$ cat src/rtl/uart_pkg.sv
// Shared types and helpers for the UART word interface.
// Both the byte receiver and the word-level top import this package.
package uart_pkg;

   localparam int DATA_BITS = 8;

   typedef enum logic [2:0] {
      RX_IDLE,
      RX_START,
      RX_DATA,
      RX_STOP,
      RX_BREAK
   } rx_state_t;

   typedef enum logic [1:0] {
      TX_IDLE,
      TX_START,
      TX_DATA,
      TX_STOP
   } tx_state_t;

   // Counter width for values 0..value-1. It is never below 1, so that
   // single-entry counters stay legal.
   function automatic int clog2(input int value);
      int result;
      result = 1;
      while ((1 << result) < value) result++;
      return result;
   endfunction

endpackage

$ cat src/rtl/uart_byte_rx.sv
// 8N1 byte receiver: rxd synchroniser, start-glitch rejection, mid-bit sampling and stop check.
// A bad stop bit parks the FSM in RX_BREAK until the line has idled high for one full bit-time.
module uart_byte_rx
   import uart_pkg::*;
#(
   parameter int CLKS_PER_BIT = 108
) (
   input  logic                 clk_i,
   input  logic                 rstb_i,
   input  logic                 rxd_i,
   output logic [DATA_BITS-1:0] rxByte_o,
   output logic                 byteValid_o,
   output logic                 frameErr_o,
   output logic                 startEdge_o
);

   localparam int CW = clog2(CLKS_PER_BIT);
   localparam logic [CW-1:0] BIT_END  = CW'(CLKS_PER_BIT - 1);
   localparam logic [CW-1:0] HALF_END = CW'(CLKS_PER_BIT / 2 - 1);

   logic rxMeta_q, rxSync_q, rxPrev_q;
   rx_state_t state_q, state_d;
   logic [CW-1:0] cnt_q, cnt_d;
   logic [2:0] bitIdx_q, bitIdx_d;
   logic [DATA_BITS-1:0] shift_q, shift_d;

   always_ff @(posedge clk_i or negedge rstb_i) begin
      if (!rstb_i) begin
         rxMeta_q <= 1'b1;
         rxSync_q <= 1'b1;
         rxPrev_q <= 1'b1;
         state_q  <= RX_IDLE;
         cnt_q    <= '0;
         bitIdx_q <= '0;
         shift_q  <= '0;
      end else begin
         rxMeta_q <= rxd_i;
         rxSync_q <= rxMeta_q;
         rxPrev_q <= rxSync_q;
         state_q  <= state_d;
         cnt_q    <= cnt_d;
         bitIdx_q <= bitIdx_d;
         shift_q  <= shift_d;
      end
   end

   // Data bits arrive LSB first, so each new bit shifts in from the top.
   always_comb begin
      state_d     = state_q;
      cnt_d       = cnt_q;
      bitIdx_d    = bitIdx_q;
      shift_d     = shift_q;
      byteValid_o = 1'b0;
      frameErr_o  = 1'b0;
      startEdge_o = 1'b0;
      unique case (state_q)
         RX_IDLE: begin
            if (rxPrev_q && !rxSync_q) begin
               state_d     = RX_START;
               cnt_d       = '0;
               startEdge_o = 1'b1;
            end
         end
         RX_START: begin
            if (cnt_q == HALF_END) begin
               cnt_d    = '0;
               bitIdx_d = '0;
               state_d  = rxSync_q ? RX_IDLE : RX_DATA;
            end else begin
               cnt_d = cnt_q + 1'b1;
            end
         end
         RX_DATA: begin
            if (cnt_q == BIT_END) begin
               cnt_d    = '0;
               shift_d  = {rxSync_q, shift_q[DATA_BITS-1:1]};
               bitIdx_d = bitIdx_q + 3'd1;
               if (bitIdx_q == 3'd7) state_d = RX_STOP;
            end else begin
               cnt_d = cnt_q + 1'b1;
            end
         end
         RX_STOP: begin
            if (cnt_q == BIT_END) begin
               cnt_d = '0;
               if (rxSync_q) begin
                  byteValid_o = 1'b1;
                  state_d     = RX_IDLE;
               end else begin
                  frameErr_o = 1'b1;
                  state_d    = RX_BREAK;
               end
            end else begin
               cnt_d = cnt_q + 1'b1;
            end
         end
         RX_BREAK: begin
            if (!rxSync_q) begin
               cnt_d = '0;
            end else if (cnt_q == BIT_END) begin
               cnt_d   = '0;
               state_d = RX_IDLE;
            end else begin
               cnt_d = cnt_q + 1'b1;
            end
         end
         default: state_d = RX_IDLE;
      endcase
   end

   assign rxByte_o = shift_q;

endmodule

$ cat src/rtl/uart_if_nbyte.sv
// UART word interface: packs WORD_BYTES received bytes into a word, drops stale partial words
// after an idle timeout, serialises words byte by byte, and can echo received words back out.
module uart_if_nbyte
   import uart_pkg::*;
#(
   parameter int CLKS_PER_BIT = 108,
   parameter int WORD_BYTES   = 2,
   parameter int MSB_FIRST    = 1,
   parameter int TIMEOUT_BITS = 8,
   parameter int LOOPBACK     = 0
) (
   input  logic                    clk,
   input  logic                    rstb,
   input  logic                    rxd,
   output logic                    txd,
   output logic [8*WORD_BYTES-1:0] rx_word,
   output logic                    rx_valid,
   output logic                    frame_err,
   input  logic [8*WORD_BYTES-1:0] tx_word,
   input  logic                    tx_valid,
   output logic                    tx_ready,
   output logic                    overrun
);

   localparam int W   = DATA_BITS * WORD_BYTES;
   localparam int BCW = clog2(WORD_BYTES + 1);
   localparam int BYW = clog2(WORD_BYTES);
   localparam int CW  = clog2(CLKS_PER_BIT);
   localparam int TOW = clog2(TIMEOUT_BITS * CLKS_PER_BIT);
   localparam logic [CW-1:0]  BIT_END = CW'(CLKS_PER_BIT - 1);
   localparam logic [TOW-1:0] TO_END  = TOW'(TIMEOUT_BITS * CLKS_PER_BIT - 1);

   logic [DATA_BITS-1:0] rxByte;
   logic byteValid, frameErrRaw, startEdge;

   uart_byte_rx #(.CLKS_PER_BIT(CLKS_PER_BIT)) u_byte_rx (
      .clk_i       (clk),
      .rstb_i      (rstb),
      .rxd_i       (rxd),
      .rxByte_o    (rxByte),
      .byteValid_o (byteValid),
      .frameErr_o  (frameErrRaw),
      .startEdge_o (startEdge)
   );

   logic [BCW-1:0] byteCount_q, byteCount_d;
   logic [W-1:0] asm_q, asm_d, asmWord, rxWord_q, rxWord_d;
   logic rxValid_q, rxValid_d, frameErr_q, frameErr_d;
   logic toActive_q, toActive_d;
   logic [TOW-1:0] toCnt_q, toCnt_d;
   logic wordDone;
   int slot;

   always_comb begin
      slot = (MSB_FIRST != 0) ? (WORD_BYTES - 1 - int'(byteCount_q)) : int'(byteCount_q);
      asmWord = asm_q;
      for (int i = 0; i < WORD_BYTES; i++) begin
         if (i == slot) asmWord[i*DATA_BITS +: DATA_BITS] = rxByte;
      end
   end

   assign wordDone = byteValid && (byteCount_q == BCW'(WORD_BYTES - 1));

   // A start edge is checked before expiry so that it wins a same-cycle race.
   always_comb begin
      byteCount_d = byteCount_q;
      asm_d       = asm_q;
      rxWord_d    = rxWord_q;
      rxValid_d   = 1'b0;
      frameErr_d  = 1'b0;
      toActive_d  = toActive_q;
      toCnt_d     = toCnt_q;
      if (toActive_q) begin
         if (startEdge) begin
            toActive_d = 1'b0;
         end else if (toCnt_q == TO_END) begin
            toActive_d  = 1'b0;
            byteCount_d = '0;
         end else begin
            toCnt_d = toCnt_q + 1'b1;
         end
      end
      if (frameErrRaw) begin
         byteCount_d = '0;
         frameErr_d  = 1'b1;
         toActive_d  = 1'b0;
      end else if (byteValid) begin
         if (wordDone) begin
            rxWord_d    = asmWord;
            rxValid_d   = 1'b1;
            byteCount_d = '0;
            toActive_d  = 1'b0;
         end else begin
            asm_d       = asmWord;
            byteCount_d = byteCount_q + 1'b1;
            toActive_d  = 1'b1;
            toCnt_d     = '0;
         end
      end
   end

   always_ff @(posedge clk or negedge rstb) begin
      if (!rstb) begin
         byteCount_q <= '0;
         asm_q       <= '0;
         rxWord_q    <= '0;
         rxValid_q   <= 1'b0;
         frameErr_q  <= 1'b0;
         toActive_q  <= 1'b0;
         toCnt_q     <= '0;
      end else begin
         byteCount_q <= byteCount_d;
         asm_q       <= asm_d;
         rxWord_q    <= rxWord_d;
         rxValid_q   <= rxValid_d;
         frameErr_q  <= frameErr_d;
         toActive_q  <= toActive_d;
         toCnt_q     <= toCnt_d;
      end
   end

   tx_state_t txState_q, txState_d;
   logic [CW-1:0] txCnt_q, txCnt_d;
   logic [2:0] txBit_q, txBit_d;
   logic [BYW-1:0] txByteIdx_q, txByteIdx_d;
   logic [DATA_BITS-1:0] txByte_q, txByte_d;
   logic [W-1:0] txWord_q, txWord_d, txReqWord;
   logic txd_q, txd_d, txIdle, txReq;

   function automatic logic [DATA_BITS-1:0] firstByte(input logic [W-1:0] w);
      return (MSB_FIRST != 0) ? w[W-1 -: DATA_BITS] : w[DATA_BITS-1:0];
   endfunction

   function automatic logic [W-1:0] nextWord(input logic [W-1:0] w);
      return (MSB_FIRST != 0) ? (w << DATA_BITS) : (w >> DATA_BITS);
   endfunction

   assign txIdle    = (txState_q == TX_IDLE);
   assign txReq     = (LOOPBACK != 0) ? rxValid_q : tx_valid;
   assign txReqWord = (LOOPBACK != 0) ? rxWord_q : tx_word;

   // txd is registered from the next state so the pin never glitches between bits.
   always_comb begin
      txState_d   = txState_q;
      txCnt_d     = txCnt_q;
      txBit_d     = txBit_q;
      txByteIdx_d = txByteIdx_q;
      txByte_d    = txByte_q;
      txWord_d    = txWord_q;
      txd_d       = txd_q;
      unique case (txState_q)
         TX_IDLE: begin
            if (txReq) begin
               txByte_d    = firstByte(txReqWord);
               txWord_d    = nextWord(txReqWord);
               txByteIdx_d = '0;
               txCnt_d     = '0;
               txd_d       = 1'b0;
               txState_d   = TX_START;
            end
         end
         TX_START: begin
            if (txCnt_q == BIT_END) begin
               txCnt_d   = '0;
               txBit_d   = '0;
               txd_d     = txByte_q[0];
               txState_d = TX_DATA;
            end else begin
               txCnt_d = txCnt_q + 1'b1;
            end
         end
         TX_DATA: begin
            if (txCnt_q == BIT_END) begin
               txCnt_d  = '0;
               txByte_d = txByte_q >> 1;
               txBit_d  = txBit_q + 3'd1;
               if (txBit_q == 3'd7) begin
                  txd_d     = 1'b1;
                  txState_d = TX_STOP;
               end else begin
                  txd_d = txByte_q[1];
               end
            end else begin
               txCnt_d = txCnt_q + 1'b1;
            end
         end
         TX_STOP: begin
            if (txCnt_q == BIT_END) begin
               txCnt_d = '0;
               if (txByteIdx_q == BYW'(WORD_BYTES - 1)) begin
                  txd_d     = 1'b1;
                  txState_d = TX_IDLE;
               end else begin
                  txByteIdx_d = txByteIdx_q + 1'b1;
                  txByte_d    = firstByte(txWord_q);
                  txWord_d    = nextWord(txWord_q);
                  txd_d       = 1'b0;
                  txState_d   = TX_START;
               end
            end else begin
               txCnt_d = txCnt_q + 1'b1;
            end
         end
         default: txState_d = TX_IDLE;
      endcase
   end

   always_ff @(posedge clk or negedge rstb) begin
      if (!rstb) begin
         txState_q   <= TX_IDLE;
         txCnt_q     <= '0;
         txBit_q     <= '0;
         txByteIdx_q <= '0;
         txByte_q    <= '0;
         txWord_q    <= '0;
         txd_q       <= 1'b1;
      end else begin
         txState_q   <= txState_d;
         txCnt_q     <= txCnt_d;
         txBit_q     <= txBit_d;
         txByteIdx_q <= txByteIdx_d;
         txByte_q    <= txByte_d;
         txWord_q    <= txWord_d;
         txd_q       <= txd_d;
      end
   end

   assign txd       = txd_q;
   assign tx_ready  = txIdle;
   assign rx_word   = rxWord_q;
   assign rx_valid  = rxValid_q;
   assign frame_err = frameErr_q;
   assign overrun   = (LOOPBACK != 0) && rxValid_q && !txIdle;

endmodule

$ cat config.mk
export PLATFORM = sky130hd
export DESIGN_NAME = uart_if_nbyte
export DESIGN_NICKNAME = d
export VERILOG_FILES = /design/src/rtl/uart_pkg.sv /design/src/rtl/uart_byte_rx.sv /design/src/rtl/uart_if_nbyte.sv
export SDC_FILE = /design/constraint.sdc
export NUM_CORES = 1
export LEC_CHECK = 0
export CORE_MARGIN = 5
export CORE_UTILIZATION = 40
export DETAILED_ROUTE_END_ITERATION = 12
export PLACE_DENSITY = 0.64
export SETUP_SLACK_MARGIN = 0.15
export SYNTH_ARGS = -nofsm -noshare
export SYNTH_HDL_FRONTEND = slang
export SYNTH_SLANG_ARGS = --single-unit
$ cat constraint.sdc
create_clock -name clk -period 5.5 [get_ports clk]
set_clock_uncertainty 0.1 [all_clocks]
set_input_delay 1.1 -clock clk [delete_from_list [all_inputs] [get_ports clk]]
set_output_delay 1.1 -clock clk [all_outputs]
set_load 0.01 [all_outputs]
After elaboration in Yosys (flattened, before gate mapping)

Cells that the tools add are included.

Word-level logic and storage cells: 170
Register bits after elaboration: 109
Output and inout bits: 21

$add $sub $neg: 8
Equality and inequality tests: 29
Multiplexer cells: 82
Bitwise logic cells: 2
Reductions and logical operators: 28

Operators with widths:

| operator                | number |
|---|---|
| $mux W10                | 6 |
| $mux W16                | 3 |
| $mux W8                 | 6 |
| $mux W7                 | 6 |
| $mux W3                 | 12 |
| $logic_not A32 Y1       | 1 |
| $pmux W16 S2            | 1 |
| $pmux W7 S4             | 1 |
| $mux W1                 | 27 |
| $mux W2                 | 12 |
| $pmux W8 S3             | 1 |
| $reduce_and A3 Y1       | 6 |
| $pmux W3 S5             | 1 |
| $add A7 B1 Y7 const B   | 2 |
| $eq A7 B7 Y1 const B    | 2 |
| $ne A2 B1 Y1 const B    | 7 |
| $pmux W7 S2             | 1 |
| $ne A2 B2 Y1 const B    | 6 |
| $pmux W3 S2             | 2 |
| $add A10 B1 Y10 const B | 1 |
| $eq A10 B10 Y1 const B  | 1 |
| $reduce_and A5 Y1       | 2 |
| $eq A3 B3 Y1 const B    | 3 |
| $reduce_bool A3 Y1      | 3 |
| other kinds (26)        | 36 |

Longest topological paths before layout

Gate-level depths: netlist (run 1).

Depth in word-level cells: 9
Mapped depth: 8
Mapped depth without buffers: 7

By module

A second synthesis (run 1) with hierarchy kept.

Cells, all modules: 400
Area, all modules: 4,579.4 um^2

Modules (own cells, without submodules):

| module        | times used | sequential area each (um^2) | cells an instance | area an instance (um^2) |
|---|---|---|---|---|
| uart_if_nbyte | 1          | 1,727.9                     | 284               | 3,274.4 |
| uart_byte_rx  | 1          | 604.3                       | 116               | 1,305.0 |

Worst setup path after synthesis (run 1)

OpenSTA, ideal clock, no wires.

Path type: input -> register
Start: input port tx_valid
End: register txByte_q[0]
Setup slack: 3.174 ns
Path buffers: 0
Setup time: 0.125 ns
Stages: 4
Required time: 5.275 ns
Data arrival time: 2.102 ns
Path through: nor2_1 > nor2_1 > o21ai_1 > mux2_2

Longest elaborated chain between the ends: 2

RTL lines:

| item                               | RTL line             | text |
|---|---|---|
| start, declared                    | uart_if_nbyte.sv:20  | `input logic tx_valid,` |
| $ne A2 B2 Y1 (no source line)      | n/a                  |  |
| $reduce_and A5 Y1 (no source line) | n/a                  |  |
| end signal, assigned               | uart_if_nbyte.sv:222 | `txByte_q <= txByte_d;` |
| end, declared                      | uart_if_nbyte.sv:126 | `logic [DATA_BITS-1:0] txByte_q, txByte_d;` |

No other way between the ends.
A chain may end at the register's enable or synchronous reset.

Worst setup path in the final report (run 1)

Start: register txState_q[0]
End: output port tx_ready

Longest elaborated chain between the ends: 1

RTL lines:

| item                   | RTL line             | text |
|---|---|---|
| start, declared        | uart_if_nbyte.sv:122 | `tx_state_t txState_q, txState_d;` |
| start signal, assigned | uart_if_nbyte.sv:218 | `txState_q <= txState_d;` |
| $logic_not A2 Y1       | uart_if_nbyte.sv:138 | `assign txIdle = (txState_q == TX_IDLE);` |
| end, declared          | uart_if_nbyte.sv:21  | `output logic tx_ready,` |

No other way between the ends.

==> results of run 1 <==
## layout make-up
| class | instances | area (sq um) |
|---|---|---|
| clock buffer | 13 | 280 |
| clock inverter | 3 | 65.1 |
| fill | 985 | 5640 |
| inverter | 21 | 78.8 |
| multi-input combinational | 281 | 2020 |
| sequential | 93 | 2330 |
| tap | 140 | 175 |
| timing repair buffer | 40 | 395 |
## flip-flops by register name, summed over array words and instances (netlist names), 2 cells and up
register and flops:
asm_q 8, byteCount_q 2, rx_word 16, toCnt_q 10, txBit_q 3, txByte_q 8
txCnt_q 7, txState_q 2, txWord_q 8, u_byte_rx.bitIdx_q 3, u_byte_rx.cnt_q 7, u_byte_rx.rxByte_o 8
u_byte_rx.state_q 3
## worst reg2reg max path: cells and delay by family (launching register included)
| family | cells | cell delay, ps |
|---|---|---|
| AND/OR/NAND/NOR | 3 | 1460 |
| multiplexers | 1 | 430 |
| flip-flops | 1 | 540 |
## cell families after synthesis
family / after synthesis
muxes: 44
other: 1
buffers and inverters: 40
AOI/OAI and AO/OA: 78
and+or+nand+nor: 133
adders and majority gates: 14
DFF: 93
xor gates and xnor gates: 11
## worst max-delay path by stage
| stage | from | to | slack, ps | depth (start not counted) |
|---|---|---|---|---|
| 4_1_cts | txState_q[0] | tx_ready | 2330 | 3 |
| 6_report | txState_q[0] | tx_ready | 2350 | 3 |
| 3_3_place_gp | tx_valid | txByte_q[3] | 2270 | 5 |
| 5_1_grt | txState_q[0] | tx_ready | 2280 | 3 |
| 2_1_floorplan | tx_valid | txByte_q[0] | 3170 | 4 |
| 3_5_place_dp | tx_valid | txByte_q[4] | 2200 | 5 |
## power groups by stage
stage / registers (W) / logic, W / clock network (W)
floorplan: 0.000881 / 0.000476 / 0
detailed placement: 0.000915 / 0.000597 / 0
global placement: 0.000910 / 0.000580 / 0
finish: 0.000906 / 0.000592 / 0.000696
global route: 0.000921 / 0.000673 / 0.000743
CTS: 0.000905 / 0.000600 / 0.000712
## Yosys cell counts (4+ instances only)
cell type and count:
nor3_1 9, nand4_1 6, a22oi_1 9, nand2b_1 5, nand3_1 9, a21oi_1 9, mux2_2 32, clkbuf_1 14
xnor2_1 8, dfrtp_1 89, nand3b_1 5, and3_1 4, a21o_1 4, o21ai_0 21, dfstp_2 4, nor4_1 4
ha_1 14, nand2_1 36, inv_1 21, nor2_1 35, mux2_4 9, or3_1 4, a22o_1 9
## routing by layer
layer / wire length, um / GRT usage (%) / vias up / share of wire, %
met3: 366 / 2.80 / 9 / 4.4
met5: 0 / 0 / - / 0
met2: 3810 / 21.3 / 64 / 46
met4: 166 / 7.12 / 0 / 2.0
met1: 3910 / 17.4 / 1511 / 47
li1: - / - / 1533 / -
## per-stage QoR
step	power, W	cells	instance area (sq um)	hold slack (ps)
CTS	0.00222	591	5340	261
global placement	0.00149	575	5000	252
detailed placement	0.00151	575	5000	252
global route	0.00234	591	5340	263
floorplan	0.00136	414	4530	245
finish	0.00219	591	5340	259
==> flow_metrics.env, run 1 <==
export IMPL_outcome="completed"
export IMPL_setup_viol=0
export IMPL_worst_pin_slew_ps=872
export IMPL_min_period_over_period_pct=57.3
export IMPL_netlist_area_leader_share_pct=49.2
export IMPL_synthXorXnorAreaFrac_pct=2.13
export IMPL_die_h_um=116
export IMPL_final_nets=480
export IMPL_r2r_slack_ps=2860
export IMPL_grt_pass1_wl_mm=14.5
export IMPL_place_congestion=0.801
export IMPL_antenna_found_initial=0
export IMPL_cts_buffers=9
export IMPL_core_sq_um=11000
export IMPL_dp_hpwl_mm=5.87
export IMPL_synth_adder_area_share_pct=3.87
export IMPL_finish_utilization_pct=48.7
export IMPL_end_kind="output pin"
export IMPL_io_buffers=39
export IMPL_synth_seq_cells=93
export IMPL_drv_max_cap_violation_count=0
export IMPL_layout_commonest_cell="dfrtp_1"
export IMPL_drv_slew=0
export IMPL_synth_top_family_by_area="simple AND/OR/NAND/NOR gates"
export IMPL_insertion_delay_ps=340
export IMPL_rsz0062_at_grt="false"
export IMPL_cts_tree="yes"
export IMPL_critPathTopFamily="buffers and inverters"
export IMPL_rr_startpoint="u_byte_rx.state_q[1]"
export IMPL_synth_edf_count=0
export IMPL_setup_ws_ps=2350
export IMPL_slowest_delay_ps=610
export IMPL_crit_buf_inv=2
export IMPL_swShare_pct=30.4
export IMPL_synthFlopType="dfrtp_1"
export IMPL_synth_simple_gate_area_share_pct=15.1
export IMPL_crit_required_ps=4300
export IMPL_synth_area_top_cells="dfrtp_1 49%, mux2_2 8.0%, ha_1 3.9%"
export IMPL_cts_max_path_buffers=2
export IMPL_clkSinkCount=93
export IMPL_rows=38
export IMPL_drt_iter0_drc=158
export IMPL_grt_pass1_vias=3158
export IMPL_relSlewSlack_pct=41.9
export IMPL_post_drt_wl_per_cell_um=14.0
export IMPL_r2r_cells=4
export IMPL_drive_above_1_share_pct=15.7
export IMPL_cts_max_level=3
export IMPL_overflow=0
export IMPL_num_antenna_cells=0
export IMPL_via_count=3117
export IMPL_crit_type="reg -> out"
export IMPL_p_switching_w=0.000667
export IMPL_hold_buffers=0
export IMPL_r2r_end="rx_word[14]"
export IMPL_p_per_area_nw_per_um2=410
export IMPL_die_width_um=116
export IMPL_async_flop_share_pct=100
export IMPL_ios=41
export IMPL_start_kind="register"
export IMPL_yosysSeqAreaShare_pct=51.5
export IMPL_dieArea_sq_um=13600
export IMPL_crit_chain="inv_1, ha_1, clkdlybuf4s50_1"
export IMPL_routed_wl_mm=8.26
export IMPL_grt_max_degree=49
export IMPL_clkPwrFrac_pct=31.7
export IMPL_ant_nets=0
export IMPL_drt_pre_antenna_iters=4
export IMPL_syn_nets=448
export IMPL_tns_ps=0
export IMPL_hp_class="reg -> reg"
export IMPL_pre_cts_slack_ps=2200
export IMPL_max_freq_mhz=317
export IMPL_clk_pin_slew_ps=60
export IMPL_initial_utilization_pct=41.2
export IMPL_whs_endpoint="u_byte_rx.rxSync_q"
export IMPL_p_int_w=0.00153
export IMPL_synth_top_area_cell="dfrtp_1"
export IMPL_muxShareOfSynthArea_pct=11.6
export IMPL_cts_resized=0
export IMPL_syn_area_per_cell_sq_um=10.9
export IMPL_grt_usage_pct=13.5
export IMPL_drc=0
export IMPL_cp_slowest_cell="clkdlybuf4s50_1"
export IMPL_p_leak_nw=2.55
export IMPL_synth_compound_area_share_pct=11.8
export IMPL_crit_fanout=10
export IMPL_syn_to_final_growth_pct=18.0
export IMPL_seq_power_share_pct=41.3
export IMPL_period_needed_ps=3150
export IMPL_hold_depth=0
export IMPL_viasPerCell=5.27
export IMPL_synth_area_sq_um=4530
export IMPL_clock_root_buffer="clkbuf_16"
export IMPL_min_from="u_byte_rx.rxMeta_q"
export IMPL_yosysWarnings=0
export IMPL_power_frac_comb_pct=27.0
export IMPL_synth_cell_type_count=56
export IMPL_final_cell_mix="89 x dfrtp_1, 38 x clkdlybuf4s50_1, 36 x nand2_1"
export IMPL_final_hold_violation_count=0
export IMPL_peakVddDrop_v=0.000206
export IMPL_synthCells=414
export IMPL_post_cts_setup_buffer_count=0
export IMPL_crit_arrival_ps=1950
Note: power is estimated with default switching activity, not from simulation.
==> inputs of run 2 (changes only) <==
- clock period: 5.5 -> 3.1 ns (I/O delays scaled with it)
==> run 2 against run 1 <==
Effect of this change: final cell count rose by 0.68%; count of clock-buffer cells in the layout is 2 lower; critical path depth is the same; register-to-register slack lost 2400 ps; die area stayed put; combinational power increased by 86%; largest cell class unchanged.
==> flow_metrics.env, run 2 (synthesis gave the netlist of run 1 again) <==
export IMPL_grt_pass1_vias=3313
export IMPL_seq_power_share_pct=41.9
export IMPL_power_frac_comb_pct=28.8
export IMPL_routed_wl_mm=8.70
export IMPL_rsz0062_at_grt="false"
export IMPL_p_leak_nw=2.56
export IMPL_drc=0
export IMPL_viasPerCell=5.38
export IMPL_overflow=0
export IMPL_largest_register_ffs=16
export IMPL_slowest_delay_ps=610
export IMPL_clkPwrFrac_pct=29.3
export IMPL_via_count=3199
export IMPL_swShare_pct=32.0
export IMPL_drv_max_cap_violation_count=0
export IMPL_hold_buffers=0
export IMPL_start_kind="register"
export IMPL_crit_required_ps=2380
export IMPL_initial_utilization_pct=41.2
export IMPL_place_congestion=0.776
export IMPL_finish_utilization_pct=48.7
export IMPL_setup_ws_ps=442
export IMPL_post_route_cell_area_sq_um=5350
export IMPL_post_cts_setup_buffer_count=0
export IMPL_p_int_w=0.00260
export IMPL_p_switching_w=0.00122
export IMPL_p_per_area_nw_per_um2=714
export IMPL_outcome="completed"
export IMPL_r2r_cells=7
export IMPL_insertion_delay_ps=340
export IMPL_ios=41
export IMPL_drive_above_1_share_pct=16.5
export IMPL_relSlewSlack_pct=43.9
export IMPL_crit_fanout=10
export IMPL_tns_ps=0
export IMPL_crit_buf_inv=2
export IMPL_num_antenna_cells=0
export IMPL_period_needed_ps=2660
export IMPL_cts_resized=0
export IMPL_final_nets=485
export IMPL_drv_slew=0
export IMPL_hp_class="in -> async"
export IMPL_critPathTopFamily="buffers and inverters"
export IMPL_peakVddDrop_v=0.000352
export IMPL_crit_chain="inv_1, ha_1, clkdlybuf4s50_1"
export IMPL_grt_pass1_wl_mm=15.2
export IMPL_drt_pre_antenna_iters=4
export IMPL_ant_nets=0
export IMPL_layout_commonest_cell="dfrtp_1"
export IMPL_antenna_found_initial=0
export IMPL_dieArea_sq_um=13600
export IMPL_cts_buffers=9
export IMPL_r2r_end="txByte_q[2]"
export IMPL_crit_arrival_ps=1940
export IMPL_final_hold_violation_count=0
export IMPL_pre_cts_slack_ps=475
export IMPL_cp_slowest_cell="clkdlybuf4s50_1"
export IMPL_end_kind="output pin"
export IMPL_setup_viol=0
export IMPL_cts_max_level=3
export IMPL_dp_hpwl_mm=6.06
export IMPL_rows=38
export IMPL_drt_iter0_drc=235
export IMPL_clock_root_buffer="clkbuf_16"
export IMPL_grt_max_degree=53
export IMPL_syn_to_final_growth_pct=18.1
export IMPL_final_cell_mix="89 x dfrtp_1, 38 x clkdlybuf4s50_1, 36 x nand2_1"
export IMPL_core_sq_um=11000
export IMPL_cts_max_path_buffers=2
export IMPL_die_width_um=116
export IMPL_crit_type="reg -> out"
export IMPL_cts_tree="yes"
export IMPL_post_dp_cell_area_sq_um=5050
export IMPL_r2r_slack_ps=470
export IMPL_max_freq_mhz=376
export IMPL_whs_ps=164
export IMPL_post_drt_wl_per_cell_um=14.6
export IMPL_clkSinkCount=93
export IMPL_rr_startpoint="txState_q[0]"
export IMPL_grt_usage_pct=14.1
export IMPL_io_buffers=39
export IMPL_min_period_over_period_pct=85.7
export IMPL_worst_pin_slew_ps=842
export IMPL_die_h_um=116
export IMPL_clk_pin_slew_ps=70
-- run 2: worst register-to-register path: cells and delay by family, from the launching register on --
kind                     cells  cell delay [ps]
AND/OR/NAND/NOR              2              510
flip-flops                   1              450
multiplexers                 1              410
AO/OA/AOI/OAI                1              390
adder cells (fa/ha/maj)      1              370
buffers and inverters        2              290
-- run 2: power by group through the flow --
stage	logic [W]	clock network, W	registers [W]
3_3_place_gp	0.00106	0	0.00161
6_report	0.00110	0.00112	0.00160
3_5_place_dp	0.00110	0	0.00162
2_1_floorplan	0.000845	0	0.00156
4_1_cts	0.00111	0.00115	0.00160
5_1_grt	0.00125	0.00119	0.00163
-- run 2: cell type report --
class	count	area (sq um)
clock buffer	11	253
clock inverter	4	47.5
timing repair buffer	45	445
fill	1020	5630
tap	140	175
multi-input combinational	281	2020
inverter	21	78.8
sequential	93	2330
-- run 2: through the flow --
stage	total power, W	cells
3_3_place_gp	0.00267	580
5_1_grt	0.00406	595
2_1_floorplan	0.00241	414
3_5_place_dp	0.00272	580
6_report	0.00382	595
4_1_cts	0.00386	595
-- run 2: how the worst max path moves through the flow --
stage / cells after the start / from / endpoint
6_report: 3 / txState_q[0] / tx_ready
5_1_grt: 7 / txState_q[0] / txByte_q[2]
4_1_cts: 3 / txState_q[0] / tx_ready
3_5_place_dp: 7 / txState_q[0] / txByte_q[2]
3_3_place_gp: 5 / tx_valid / txByte_q[4]
2_1_floorplan: 8 / txState_q[0] / txByte_q[0]
-- run 2: routing by layer --
metal / global-route usage [%] / wire, um / vias to the layer above / part of all wire, %
li1: - / - / 1528 / -
met1: 17.9 / 4070 / 1586 / 47
met2: 23.2 / 4120 / 70 / 47
met3: 2.69 / 331 / 15 / 3.8
met4: 6.65 / 185 / 0 / 2.1
met5: 0 / 0 / - / 0
